<file path="src/rtl/upload_packer.sv">
// upload_packer: transmit-side framer for the host link.
// Buffers one handler upload stream, then emits it as
//   HDR0, HDR1, SRC, LEN_H, LEN_L, payload[0..LEN-1], CSUM
// where CSUM = (SRC + LEN_H + LEN_L + sum(payload)) mod 256.
// Ports:
//   clk, rst_n                    clock, async active-low reset
//   upload_req/_data/_source      handler stream request, byte, source ID
//   upload_valid / upload_ready   handler-side handshake (ready is comb from state/count)
//   usb_upload_data/_valid        framed output byte (registered)
//   usb_upload_ready              uplink consumes the byte this cycle
//   busy                          high whenever not IDLE
module upload_packer #(
  parameter int unsigned MAX_PAYLOAD = 64,
  parameter int unsigned ADDR_W      = $clog2(MAX_PAYLOAD),
  parameter logic [7:0]  HDR0        = 8'hAA,
  parameter logic [7:0]  HDR1        = 8'h55
) (
  input  logic       clk,
  input  logic       rst_n,
  input  logic       upload_req,
  input  logic [7:0] upload_data,
  input  logic [7:0] upload_source,
  input  logic       upload_valid,
  output logic       upload_ready,
  output logic [7:0] usb_upload_data,
  output logic       usb_upload_valid,
  input  logic       usb_upload_ready,
  output logic       busy
);

  // count must reach MAX_PAYLOAD itself, hence one extra bit
  localparam int unsigned CNT_W = ADDR_W + 1;

  localparam logic [3:0] IDLE    = 4'd0;
  localparam logic [3:0] COLLECT = 4'd1;
  localparam logic [3:0] S_HDR0  = 4'd2;
  localparam logic [3:0] S_HDR1  = 4'd3;
  localparam logic [3:0] S_SRC   = 4'd4;
  localparam logic [3:0] S_LENH  = 4'd5;
  localparam logic [3:0] S_LENL  = 4'd6;
  localparam logic [3:0] S_PAY   = 4'd7;
  localparam logic [3:0] S_CSUM  = 4'd8;

  logic [3:0]        state, state_nxt;
  logic [7:0]        source_q, source_nxt;
  logic [CNT_W-1:0]  count, count_nxt, count_inc;
  logic [7:0]        checksum, checksum_nxt;
  logic [ADDR_W-1:0] rd_ptr, rd_ptr_nxt;
  logic [7:0]        mem [MAX_PAYLOAD];
  logic              wr_en;
  logic              accept;
  logic              emit_hs;
  logic              emit_hold;
  logic              emit_nxt;
  logic [7:0]        byte_nxt;
  logic [15:0]       len_nxt;

  assign upload_ready = (state == COLLECT) && (count < CNT_W'(MAX_PAYLOAD));
  assign accept       = upload_valid & upload_ready;
  assign emit_hs      = usb_upload_valid & usb_upload_ready;
  assign emit_hold    = usb_upload_valid & ~usb_upload_ready;
  assign count_inc    = count + CNT_W'(1);
  assign busy         = (state != IDLE);

  // State and datapath registers
  always_ff @(posedge clk or negedge rst_n) begin
    if (!rst_n) begin
      state    <= IDLE;
      source_q <= 8'h00;
      count    <= '0;
      checksum <= 8'h00;
      rd_ptr   <= '0;
    end else begin
      state    <= state_nxt;
      source_q <= source_nxt;
      count    <= count_nxt;
      checksum <= checksum_nxt;
      rd_ptr   <= rd_ptr_nxt;
    end
  end

  // Payload buffer, no reset needed
  always_ff @(posedge clk) begin
    if (wr_en) mem[count[ADDR_W-1:0]] <= upload_data;
  end

  // Next-state and datapath update
  always_comb begin
    state_nxt    = state;
    source_nxt   = source_q;
    count_nxt    = count;
    checksum_nxt = checksum;
    rd_ptr_nxt   = rd_ptr;
    wr_en        = 1'b0;
    case (state)
      IDLE: begin
        if (upload_req) begin
          source_nxt   = upload_source;
          count_nxt    = '0;
          checksum_nxt = upload_source;
          state_nxt    = COLLECT;
        end
      end
      COLLECT: begin
        if (accept) begin
          wr_en        = 1'b1;
          count_nxt    = count_inc;
          checksum_nxt = checksum + upload_data;
        end
        // a byte accepted as req falls still belongs to this frame
        if (count_nxt == CNT_W'(MAX_PAYLOAD)) begin
          state_nxt = S_HDR0;
        end else if (!upload_req) begin
          state_nxt = (count_nxt != '0) ? S_HDR0 : IDLE;
        end
      end
      S_HDR0: if (emit_hs) state_nxt = S_HDR1;
      S_HDR1: if (emit_hs) state_nxt = S_SRC;
      S_SRC:  if (emit_hs) state_nxt = S_LENH;
      S_LENH: begin
        if (emit_hs) begin
          checksum_nxt = checksum + len_nxt[15:8];
          state_nxt    = S_LENL;
        end
      end
      S_LENL: begin
        if (emit_hs) begin
          checksum_nxt = checksum + len_nxt[7:0];
          rd_ptr_nxt   = '0;
          state_nxt    = S_PAY;
        end
      end
      S_PAY: begin
        if (emit_hs) begin
          if (({1'b0, rd_ptr} + CNT_W'(1)) == count) begin
            state_nxt = S_CSUM;
          end else begin
            rd_ptr_nxt = rd_ptr + ADDR_W'(1);
          end
        end
      end
      S_CSUM: begin
        if (emit_hs) begin
          if (upload_req) begin
            // continuation frame after a full-buffer flush
            source_nxt   = upload_source;
            count_nxt    = '0;
            checksum_nxt = upload_source;
            state_nxt    = COLLECT;
          end else begin
            state_nxt = IDLE;
          end
        end
      end
      default: state_nxt = IDLE;
    endcase
  end

  assign len_nxt = 16'(count_nxt);

  // Byte for the upcoming state; payload read is prefetched via rd_ptr_nxt
  always_comb begin
    byte_nxt = 8'h00;
    emit_nxt = 1'b1;
    case (state_nxt)
      S_HDR0:  byte_nxt = HDR0;
      S_HDR1:  byte_nxt = HDR1;
      S_SRC:   byte_nxt = source_nxt;
      S_LENH:  byte_nxt = len_nxt[15:8];
      S_LENL:  byte_nxt = len_nxt[7:0];
      S_PAY:   byte_nxt = mem[rd_ptr_nxt];
      S_CSUM:  byte_nxt = checksum_nxt;
      default: emit_nxt = 1'b0;
    endcase
  end

  // Registered uplink outputs, frozen while the uplink stalls
  always_ff @(posedge clk or negedge rst_n) begin
    if (!rst_n) begin
      usb_upload_valid <= 1'b0;
      usb_upload_data  <= 8'h00;
    end else if (!emit_hold) begin
      usb_upload_valid <= emit_nxt;
      usb_upload_data  <= byte_nxt;
    end
  end

endmodule

</file>
<file path="config.mk">
export PLATFORM = sky130hd
export DESIGN_NAME = upload_packer
export DESIGN_NICKNAME = d
export VERILOG_FILES = /design/src/rtl/upload_packer.sv
export SDC_FILE = /design/constraint.sdc
export NUM_CORES = 1
export LEC_CHECK = 0
export CAP_MARGIN = 20
export CORE_MARGIN = 3
export CORE_UTILIZATION = 48
export CTS_BUF_LIST = sky130_fd_sc_hd__clkbuf_8 sky130_fd_sc_hd__clkbuf_16
export DETAILED_ROUTE_END_ITERATION = 10
export PLACE_DENSITY = 0.75
export SYNTH_ARGS = -nofsm -noshare
export SYNTH_HDL_FRONTEND = slang
export SYNTH_SLANG_ARGS = --single-unit
</file>
<file path="constraint.sdc">
create_clock -name clk -period 12.26 [get_ports clk]
set_clock_uncertainty 0.05 [all_clocks]
set_input_delay 3.678 -clock clk [delete_from_list [all_inputs] [get_ports clk]]
set_output_delay 3.678 -clock clk [all_outputs]
set_load 0.02 [all_outputs]
</file>
### Word-level counts from Yosys, hierarchy flattened

Memories as Yosys holds them, arrays and structs flattened.
Index checks and enable logic that the tools add are counted.

| operators by class | value |
|---|---|
| add/subtract/negate cells | 5 |
| $mul | 0 |
| divide/modulo/power cells | 0 |
| $lt $le $gt $ge | 1 |
| eq/ne operators | 17 |
| shifts and indexed selects | 0 |
| mux-type cells | 37 |
| bitwise gates (word level) | 4 |
| reduce and logical (&&, ||, !) cells | 5 |

Operators by type and width:

| operator | count |
|---|---|
| 8-bit 2-to-1 mux | 6 |
| 8-bit case mux with 6 select lines | 1 |
| 4-bit 2-to-1 mux | 11 |
| 4-bit case mux with 9 select lines | 1 |
| 4-bit by 3-bit == test with 1-bit output, second input constant | 8 |
| 8-bit case mux with 4 select lines | 1 |
| 7-bit 2-to-1 mux | 4 |
| 7-bit case mux with 3 select lines | 1 |
| 6-bit 2-to-1 mux | 3 |
| 4-bit by 2-bit == test with 1-bit output, second input constant | 4 |
| 8-bit case mux with 2 select lines | 1 |
| 6-bit case mux with 2 select lines | 1 |
| 8-bit by 7-bit adder with 8-bit output | 1 |
| 8-bit adder | 1 |
| 4-bit == test, second input constant | 2 |
| 6-bit by 1-bit adder with 7-bit output, second input constant | 1 |
| 7-bit by 1-bit adder with 7-bit output, second input constant | 1 |
| 7-bit == test | 1 |
| 7-bit == test, second input constant | 1 |
| 7-bit < comparator, second input constant | 1 |
| 7-bit nonzero test | 1 |
| 7-bit OR reduction | 1 |
| 6-bit by 1-bit adder with 6-bit output, second input constant | 1 |
| 1-bit 2-to-1 mux | 6 |
| 7 further kinds | 9 |

| storage, ports and cells | value |
|---|---|
| register bits after elaboration | 42 |
| bits in latches | 0 |
| memory bits (writable) | 512 |
| memory bits (read-only) | 0 |
| output and inout port bits | 11 |
| logic and storage cells | 77 |
| memories | 1 |

Memories:

| name | depth | bits a word | read ports | clocked after Yosys merged registers in | write ports | RTL line | RTL |
|---|---|---|---|---|---|---|---|
| mem | 64 | 8 | 1 | 0 | 1 | 49 | `logic [7:0] mem [MAX_PAYLOAD];` |

### Logic depth before layout (Yosys ltp)

Gate-level depths: netlist of the first run.

| logic depth | value |
|---|---|
| depth in word-level cells | 13 |
| gate-level depth with buffers | 22 |

### Worst setup path before layout of the first run

No wires, ideal clock.

| timing path | value |
|---|---|
| kind | in2reg |
| start point | input upload_req |
| end point | register usb_upload_data[4] |
| data arrival time | 6955 ps |
| data required time | 12068 ps |
| setup slack | 5113 ps |
| stages | 20 |
| path buffers | 2 |
| path through | clkbuf_1 -> clkbuf_1 -> o211a_1 -> nand2_1 -> nand2_1 -> o21ai_0 -> ha_1 -> inv_1 -> fa_1 -> nor2b_1 -> o21ai_0 -> nand2b_1 -> xor2_1 -> a22o_1 -> a221o_1 -> a221oi_1 -> o21ai_0 -> nor4_1 -> and3_1 -> o221ai_1 |

| between the ends | value |
|---|---|
| word-level cells in the longest chain between the ends | 7 |
| elaborated cells between the ends (all ways) | 24 |
| classes of those cells | add/sub (1); eq/ne (6); mux (17) |

RTL lines:

| item | RTL line | RTL |
|---|---|---|
| start, declared | 20 | `input logic upload_req,` |
| 7-bit 2-to-1 mux * | 97, 144 |  |
| 7-bit 2-to-1 mux | 143 | `if (emit_hs) begin` |
| 7-bit case mux with 3 select lines * | 95 | `case (state)` |
| net count_nxt[0] | 46 | `logic [CNT_W-1:0] count, count_nxt, count_inc;` |
| 8-bit by 7-bit adder with 8-bit output * | 128 | `checksum_nxt = checksum + len_nxt[7:0];` |
| 8-bit 2-to-1 mux * | 127 | `if (emit_hs) begin` |
| 8-bit case mux with 4 select lines * | 95 |  |
| net checksum_nxt[4] | 47 | `logic [7:0] checksum, checksum_nxt;` |
| 8-bit case mux with 6 select lines * | 165 | `case (state_nxt)` |
| end signal, assigned | 184 | `usb_upload_data <= byte_nxt;` |
| end, declared | 25 | `output logic [7:0] usb_upload_data,` |

Mark *: on every way through the listed nets, which the timed path passes. The rest lies on a longest branch.
A chain may end at the register's enable or synchronous reset.

### Worst setup path after layout of the first run

| timing path | value |
|---|---|
| start point | input usb_upload_ready |
| end point | register usb_upload_data[7] |

| between the ends | value |
|---|---|
| word-level cells in the longest chain between the ends | 7 |
| elaborated cells between the ends (all ways) | 30 |
| classes of those cells | add/sub (1); eq/ne (6); mux (19); bitwise (3); memory (1) |

RTL lines:

| item | RTL line | RTL |
|---|---|---|
| start, declared | 27 | `input logic usb_upload_ready,` |
| 1-bit bitwise AND | 60 | `assign emit_hs = usb_upload_valid & usb_upload_ready;` |
| 7-bit 2-to-1 mux | 143 |  |
| 7-bit case mux with 3 select lines | 95 |  |
| 8-bit by 7-bit adder with 8-bit output | 128 |  |
| 8-bit 2-to-1 mux | 127 |  |
| 8-bit case mux with 4 select lines | 95 |  |
| 8-bit case mux with 6 select lines | 165 |  |

Parallel ways exist; a longest one is shown, timed or not.

==> load_flow_metrics.sql, run 1 <==
INSERT INTO impl_metrics (metric_group, metric, value, unit) VALUES
('finish', 'drive_above_1_share', '0.0705', ''),
('synthesis', 'post_synth.cell_area_avg', '12.1', 'um2'),
('sta', 'post-route-min-period', '8.78', 'ns'),
('critical_path', 'worst_ep_arrival_time', '9.21', 'ns'),
('critical_path', 'cp_cell_sequence', 'clkdlybuf4s50_1 -> and2_1 -> nand3_1 -> a221oi_4 -> buf_12 -> clkinv_2 -> buf_12 -> nor2_1 -> a32oi_1 -> a31oi_1 -> o21ai_0 -> and3_1 -> a221o_1', ''),
('grt', 'grt_max_degree', '160', ''),
('route', 'routed-via-count', '16800', ''),
('route', 'drt_iter0_drc', '2594', ''),
('grt', 'antenna_found_initial', '1', ''),
('worst_hold_path', 'hold_path.class', 'flop to flop', ''),
('route', 'drt.antenna.violating_nets', '0', ''),
('sta', 'setup_total_negative_slack', '0', 'ns'),
('power_and_ir_drop', 'power.sequential.fraction', '0.407', ''),
('finish', 'nets', '2032', ''),
('critical_path', 'crit_type', 'primary input to flop', ''),
('route', 'route.final.wire_length', '66700', 'um'),
('synthesis', 'synth_enable_flop_cells', '512', ''),
('sta', 'timing.slew.headroom', '0.185', ''),
('clock_network', 'post-cts-setup-buffer-count', '0', ''),
('synthesis', 'synth-async-reset-ratio', '0.0758', ''),
('finish', 'synthesis_to_layout_area_growth', '10.2', '%'),
('sta', 'worst_slew_pin_slew', '1.21', 'ns'),
('sta', 'holdWs', '0.451', 'ns'),
('sta', 'final_min_period_over_clock_period', '0.716', ''),
('clock_network', 'clk_path_buf_depth', '3', ''),
('route', 'detailedRoute.firstPassIterationCount', '6', ''),
('synthesis', 'ys.flop_type', 'edfxtp_1', ''),
('critical_path', 'worst_path_largest_cell_delay', '0.63', 'ns'),
('placed_design', 'place_congestion', '0.983', ''),
('synthesis', 'yosys-top-cells-count', 'nand2_1, edfxtp_1, nand3_1', ''),
('critical_path', 'cp_data_required_time', '12.69', 'ns'),
('clock_network', 'clk_pin_slew', '0.06', 'ns'),
('clock_network', 'htree_num_levels', '2', ''),
('synthesis', 'yosys.cell_types.count', '81', ''),
('finish', 'finalInstanceArea', '26700', 'um2'),
('clock_network', 'clkSinkCount', '554', ''),
('route', 'detailed_route_wire_length_per_cell', '24.8', 'um'),
('placed_design', 'preCtsSetupSlack', '3.04', 'ns'),
('synthesis', 'syn-cell-area', '24200', 'um2'),
('clock_network', 'cts_inserted_buffers', '53', ''),
('power_and_ir_drop', 'worst_ir_drop_vdd', '0.000119', 'V'),
('clock_network', 'clk_root_buffer_cell', 'clkbuf_16', ''),
('route', 'viasPerCell', '6.24', ''),
('synthesis', 'synth_largest_area_cell', 'edfxtp_1', ''),
('power_and_ir_drop', 'swShare', '0.351', ''),
('power_and_ir_drop', 'p_sw', '0.00190', 'W'),
('synthesis', 'ys_warn_count', '0', ''),
('grt', 'total_routing_usage_reported_by_global_routing', '0.248', ''),
('floorplan', 'floorplan.die_area', '53200', 'um2'),
('synthesis', 'synth_top_area_share', '0.635', ''),
('synthesis', 'post_synth_main_area_contributors', 'edfxtp_1, nand2_1, dfrtp_1', ''),
('clock_network', 'hold_buf_cts', '0', ''),
('grt', 'grt-ovfl-total', '0', ''),
('power_and_ir_drop', 'power.density', '203', 'nW/um2'),
('critical_path', 'critical_path.most_common_cell', 'buf_12', ''),
('power_and_ir_drop', 'intPower', '0.00351', 'W'),
('flow_run', 'max_cap_viol_count', '0', ''),
('sta', 'setup_violations', '0', ''),
('route', 'route.detailed.drc', '0', ''),
('critical_path', 'timing.critical_path.slowest_stage_cell', 'clkinv_2', ''),
('synthesis', 'synth_seq_area_share', '0.678', ''),
('sta', 'rsz_0062_raised_after_global_routing', 'false', ''),
('floorplan', 'io_pins', '32', ''),
('sta', 'timing.fmax', '0.114', 'GHz'),
('synthesis', 'yosys.cell_count.top_type', 'nand2_1', ''),
('outcome', 'run_status', 'completed', ''),
('synthesis', 'flip_flop_and_latch_count_after_synthesis', '554', ''),
('critical_path', 'path_delay_family', 'buffers and inverters', ''),
('floorplan', 'die_y', '231', 'um'),
('clock_network', 'clock_latency', '0.61', 'ns'),
('critical_path', 'worst-path-buf-inv', '4', '');
power by group through the flow:
stage	clock, W	combinational [W]	sequential (W)
2_1_floorplan	0	0.00107	0.00220
3_3_place_gp	0	0.00157	0.00224
3_5_place_dp	0	0.00158	0.00224
4_1_cts	0.00158	0.00159	0.00220
5_1_grt	0.00166	0.00174	0.00221
6_report	0.00157	0.00164	0.00220
layout make-up:
class	count	area, um2
multi-input cells	1305	7180
repair buffers	58	518
fillers	4020	22700
well taps	664	831
inverters	21	87.6
clock inverters	36	290
clock buffers	54	1350
flip-flops and latches	554	16400
per-stage QoR:
step,power [W],utilization,cells
2_1_floorplan,0.00327,-,1996
3_3_place_gp,0.00381,0.507,2601
3_5_place_dp,0.00383,0.507,2601
4_1_cts,0.00538,0.540,2691
5_1_grt,0.00561,0.541,2692
6_report,0.00541,0.541,2692
final timing paths:
path                                  start                 end  slack, ns  depth (start not counted)
setup / recovery           usb_upload_ready  usb_upload_data[7]       3.48                         13
hold / removal                  source_q[1]         source_q[1]       0.45                          2
setup reg to reg                   state[0]  usb_upload_data[5]       6.54                         16
hold reg to reg                 source_q[1]         source_q[1]       0.45                          2
max in group asynchronous             rst_n  usb_upload_data[2]       8.75                          2
min in group asynchronous             rst_n         source_q[6]       2.91                          1
cells by family after synthesis:
| logic type | synth area share |
|---|---|
| buffers and inverters | 0.0262 |
| AND/OR/NAND/NOR | 0.170 |
| flip-flops | 0.678 |
| adder cells (fa/ha/maj) | 0.0103 |
| AO/OA/AOI/OAI | 0.0701 |
| multiplexers | 0.0388 |
| XOR/XNOR | 0.00687 |
cells in the final DEF, fill, tap and decap left out, types with 5 or more instances in the layout:
cell type | netlist | layout
a311oi_1 | 10 | 10
clkdlybuf4s50_1 | 0 | 22
and2_1 | 11 | 10
a211oi_1 | 8 | 8
a31oi_1 | 14 | 14
nor2b_1 | 11 | 11
o21ai_0 | 36 | 36
buf_4 | 8 | 23
nand2b_1 | 7 | 7
inv_1 | 15 | 26
a21o_1 | 6 | 6
nor2_1 | 101 | 101
buf_2 | 53 | 9
o22ai_1 | 30 | 30
nand4_1 | 30 | 30
and3_1 | 20 | 20
mux2_2 | 18 | 18
o31ai_1 | 5 | 5
xor2_1 | 5 | 5
a221oi_1 | 10 | 10
nor3_1 | 17 | 17
clkbuf_16 | 0 | 54
mux2i_1 | 68 | 68
a32oi_1 | 6 | 6
clkinv_1 | 1 | 11
a41oi_1 | 5 | 5
o211ai_1 | 11 | 11
ha_1 | 16 | 16
clkinv_2 | 0 | 8
nand3_1 | 186 | 186
dfrtp_1 | 42 | 42
nand2_1 | 522 | 522
xnor2_1 | 14 | 14
a21oi_1 | 43 | 43
nor4_1 | 5 | 5
a221o_1 | 6 | 6
edfxtp_1 | 512 | 512
routing by layer:
layer	vias to the layer above	track usage	share of wire
met5	-	0	0.00018
met4	2	0.0881	0.036
met3	183	0.0705	0.12
met2	1037	0.382	0.45
met1	8235	0.339	0.39
li1	7338	-	-
flip-flops by register name, indices dropped and copies added, names as in the netlist:
signal            flops
mem                 512
checksum              8
source_q              8
usb_upload_data       8
count                 7
rd_ptr                6
state                 4
usb_upload_valid      1
worst register-to-register path, stage by stage (launching register included):
cell and delay (ns):
dfrtp_1 0.89, or4b_1 0.68, nor2_1 0.79, a22o_1 0.39
ha_1 0.28, a21o_1 0.18, a21oi_1 0.22, nor2b_1 0.08
o21a_1 0.19, nor3_1 0.12, o21ai_0 0.09, nand2_1 0.10
a21oi_1 0.10, a221oi_1 0.55, nand3_1 0.16, a2111oi_0 0.52
o221ai_1 0.18
Note: power is estimated with default switching activity, not from simulation.
==> inputs of run 2 (changes only) <==
==> constraint.sdc (replaced) <==
create_clock -name clk -period 8.11 [get_ports clk]
set_clock_uncertainty 0.05 [all_clocks]
set_input_delay 2.433 -clock clk [delete_from_list [all_inputs] [get_ports clk]]
set_output_delay 2.433 -clock clk [all_outputs]
set_load 0.02 [all_outputs]
==> run 2 against run 1 <==
Effect of this change:
- combinational power up 52%
- design area up 0.65%
- critical path depth down 1
- count of clock-buffer cells in the layout up 2
- via count down 0.80%
- clock power up 54%
- critical path type unchanged
- critical endpoint is now usb_upload_data[3]
- highest routed layer unchanged
==> load_flow_metrics.sql, run 2 (same netlist as run 1, synthesis figures left out) <==
INSERT INTO impl_metrics (metric_group, metric, value, unit) VALUES
('outcome', 'run_status', 'completed', ''),
('grt', 'grt_max_degree', '160', ''),
('finish', 'synthesis_to_layout_area_growth', '10.9', '%'),
('finish', 'layout.cells.non_filler', '2716', ''),
('flow_run', 'max_cap_viol_count', '0', ''),
('sta', 'timing_hold_violations_final', '0', ''),
('critical_path', 'setup.worst_path.start_class', 'primary input', ''),
('sta', 'setup_total_negative_slack', '0', 'ns'),
('sta', 'timing.slew.headroom', '0.252', ''),
('placed_design', 'place_congestion', '0.923', ''),
('sta', 'setup_violations', '0', ''),
('critical_path', 'cp_cell_sequence', 'clkdlybuf4s50_1 -> and2_1 -> nand3_1 -> or4_1 -> mux2_1 -> and2_1 -> inv_2 -> nor2_1 -> nand2_1 -> o22ai_1 -> o41ai_1 -> nand3_1', ''),
('power_and_ir_drop', 'worst_ir_drop_vdd', '0.000187', 'V'),
('finish', 'multi_input_logic_area', '7180', 'um2'),
('worst_hold_path', 'hold_path.class', 'flop to flop', ''),
('clock_network', 'clk_path_buf_depth', '3', ''),
('power_and_ir_drop', 'p_sw', '0.00291', 'W'),
('worst_hold_path', 'source_of_the_worst_hold_timing_path', 'source_q[2]', ''),
('placed_design', 'port-buffer-count', '31', ''),
('finish', 'insertedDiodeCount', '0', ''),
('placed_design', 'post-dp-hpwl', '43700', 'um'),
('sta', 'rsz_0062_raised_after_global_routing', 'false', ''),
('floorplan', 'placement_rows', '81', ''),
('clock_network', 'hold_buf_cts', '0', ''),
('power_and_ir_drop', 'intPower', '0.00533', 'W'),
('power_and_ir_drop', 'power.density', '307', 'nW/um2'),
('critical_path', 'timing.critical_path.slowest_stage_cell', 'o41ai_1', ''),
('floorplan', 'io_pins', '32', ''),
('clock_network', 'tritoncts', 'built', ''),
('route', 'route.final.wire_length', '68100', 'um'),
('grt', 'first_pass_grt_wire_length', '102000', 'um'),
('clock_network', 'clkSinkCount', '554', ''),
('route', 'route.detailed.drc', '0', ''),
('critical_path', 'regToRegStartpoint', 'state[0]', ''),
('clock_network', 'post-cts-setup-buffer-count', '0', ''),
('sta', 'final_min_period_over_clock_period', '0.848', ''),
('grt', 'total_routing_usage_reported_by_global_routing', '0.255', ''),
('critical_path', 'worst-path-buf-inv', '2', ''),
('clock_network', 'cts-resized-gates', '0', ''),
('critical_path', 'worst_r2r_path_depth', '16', ''),
('clock_network', 'clk_root_buffer_cell', 'clkbuf_16', ''),
('finish', 'commonest_cells_after_routing_fill_and_taps_aside', 'nand2_1, edfxtp_1, nand3_1', ''),
('finish', 'largest_reg_flops', '512', ''),
('sta', 'timing.fmax', '0.145', 'GHz'),
('clock_network', 'clock_latency', '0.63', 'ns'),
('grt', 'antenna_found_initial', '3', ''),
('floorplan', 'floorplan.die_area', '53200', 'um2'),
('critical_path', 'path_delay_family', 'simple AND/OR/NAND/NOR gates', ''),
('grt', 'grt-ovfl-total', '0', ''),
('critical_path', 'worst_path_largest_cell_delay', '0.64', 'ns'),
('route', 'detailedRoute.firstPassIterationCount', '6', ''),
('finish', 'num-fill-cells', '4088', ''),
('floorplan', 'die_y', '231', 'um'),
('floorplan', 'die-width', '231', 'um'),
('floorplan', 'start_util', '0.491', ''),
('sta', 'post-route-min-period', '6.88', 'ns'),
('finish', 'leading_cell_type_in_the_layout_fill_and_taps_excluded', 'nand2_1', ''),
('route', 'detailed_route_wire_length_per_cell', '25.1', 'um'),
('critical_path', 'worstSetupPathDepth', '12', ''),
('critical_path', 'crit_path_start', 'usb_upload_ready', ''),
('sta', 'final-max-slew-violation-count', '0', ''),
('critical_path', 'worst_setup_path_end_kind', 'flop', ''),
('grt', 'grt_pass1_vias', '15800', ''),
('placed_design', 'placed_cells_incl_taps', '2617', ''),
('clock_network', 'clk_pin_slew', '0.06', 'ns'),
('floorplan', 'core_area', '49400', 'um2'),
('power_and_ir_drop', 'power.sequential.fraction', '0.404', ''),
('route', 'viasPerCell', '6.13', ''),
('route', 'drt.antenna.violating_nets', '0', ''),
('power_and_ir_drop', 'pwr-share-comb', '0.303', ''),
('power_and_ir_drop', 'cellLeakagePower', '9.58', 'nW'),
('route', 'drt_iter0_drc', '2012', ''),
('worst_hold_path', 'min_path_cells', '1', ''),
('finish', 'register_area', '16400', 'um2'),
('critical_path', 'cp_data_required_time', '8.53', 'ns'),
('critical_path', 'crit_type', 'primary input to flop', ''),
('clock_network', 'cts_inserted_buffers', '54', ''),
('power_and_ir_drop', 'swShare', '0.353', ''),
('route', 'routed-via-count', '16700', ''),
('sta', 'worst_slew_pin_slew', '1.12', 'ns'),
('critical_path', 'worst_ep_arrival_time', '7.30', 'ns'),
('finish', 'nets', '2048', ''),
('clock_network', 'htree_num_levels', '2', ''),
('finish', 'drive_above_1_share', '0.0799', ''),
('critical_path', 'timing.critical_path.fanout_max', '11', ''),
('power_and_ir_drop', 'clkPwrFrac', '0.293', '');
## run 2: cell count changes in the layout (fill, tap and decap cells not counted), moves of 2 or more
| cell | before | now |
|---|---|---|
| buf_4 | 23 | 39 |
| clkinvlp_4 | 0 | 3 |
| clkinv_1 | 11 | 18 |
| inv_1 | 26 | 22 |
| clkbuf_8 | 0 | 2 |
## run 2: final cells by class
type / count / area share
Sequential cell: 554 / 0.612
Multi-Input combinational cell: 1305 / 0.267
Clock buffer: 56 / 0.0513
Tap cell: 664 / 0.0309
Timing Repair Buffer: 73 / 0.0230
Clock inverter: 43 / 0.0125
Inverter: 21 / 0.00326
## run 2: path summary, 6_finish.rpt
path | to | slack, ns
setup / recovery | usb_upload_data[3] | 1.23
hold / removal | source_q[2] | 0.47
setup reg to reg | usb_upload_data[5] | 2.27
hold reg to reg | source_q[2] | 0.47
max in group asynchronous | rd_ptr[0] | 5.70
min in group asynchronous | source_q[7] | 1.88
## run 2: power by group through the flow
stage / combinational (W) / clock (W) / sequential [W]
floorplan: 0.00162 / 0 / 0.00333
global placement: 0.00241 / 0 / 0.00339
detailed placement: 0.00244 / 0 / 0.00339
CTS: 0.00245 / 0.00244 / 0.00333
global route: 0.00268 / 0.00254 / 0.00334
finish: 0.00250 / 0.00242 / 0.00333
## run 2: through the flow
step / setup WS [ns] / area (um2) / power (W) / hold slack, ns / util
after CTS: 1.41 / 26900 / 0.00822 / 0.465 / 0.544
after global placement: 0.840 / 25100 / 0.00580 / 0.446 / 0.509
after detailed placement: 0.784 / 25100 / 0.00582 / 0.451 / 0.509
after global routing: 1.05 / 26900 / 0.00856 / 0.480 / 0.544
after floorplan: 2.21 / 24200 / 0.00495 / 0.391 / -
final: 1.23 / 26900 / 0.00824 / 0.466 / 0.544
## run 2: routing by layer
layer,vias to the layer above,GRT usage,wire length (um)
met4,2,0.103,2980
met5,-,0,13
met2,949,0.382,30400
met3,178,0.0786,7900
met1,8142,0.350,26800
li1,7389,-,-
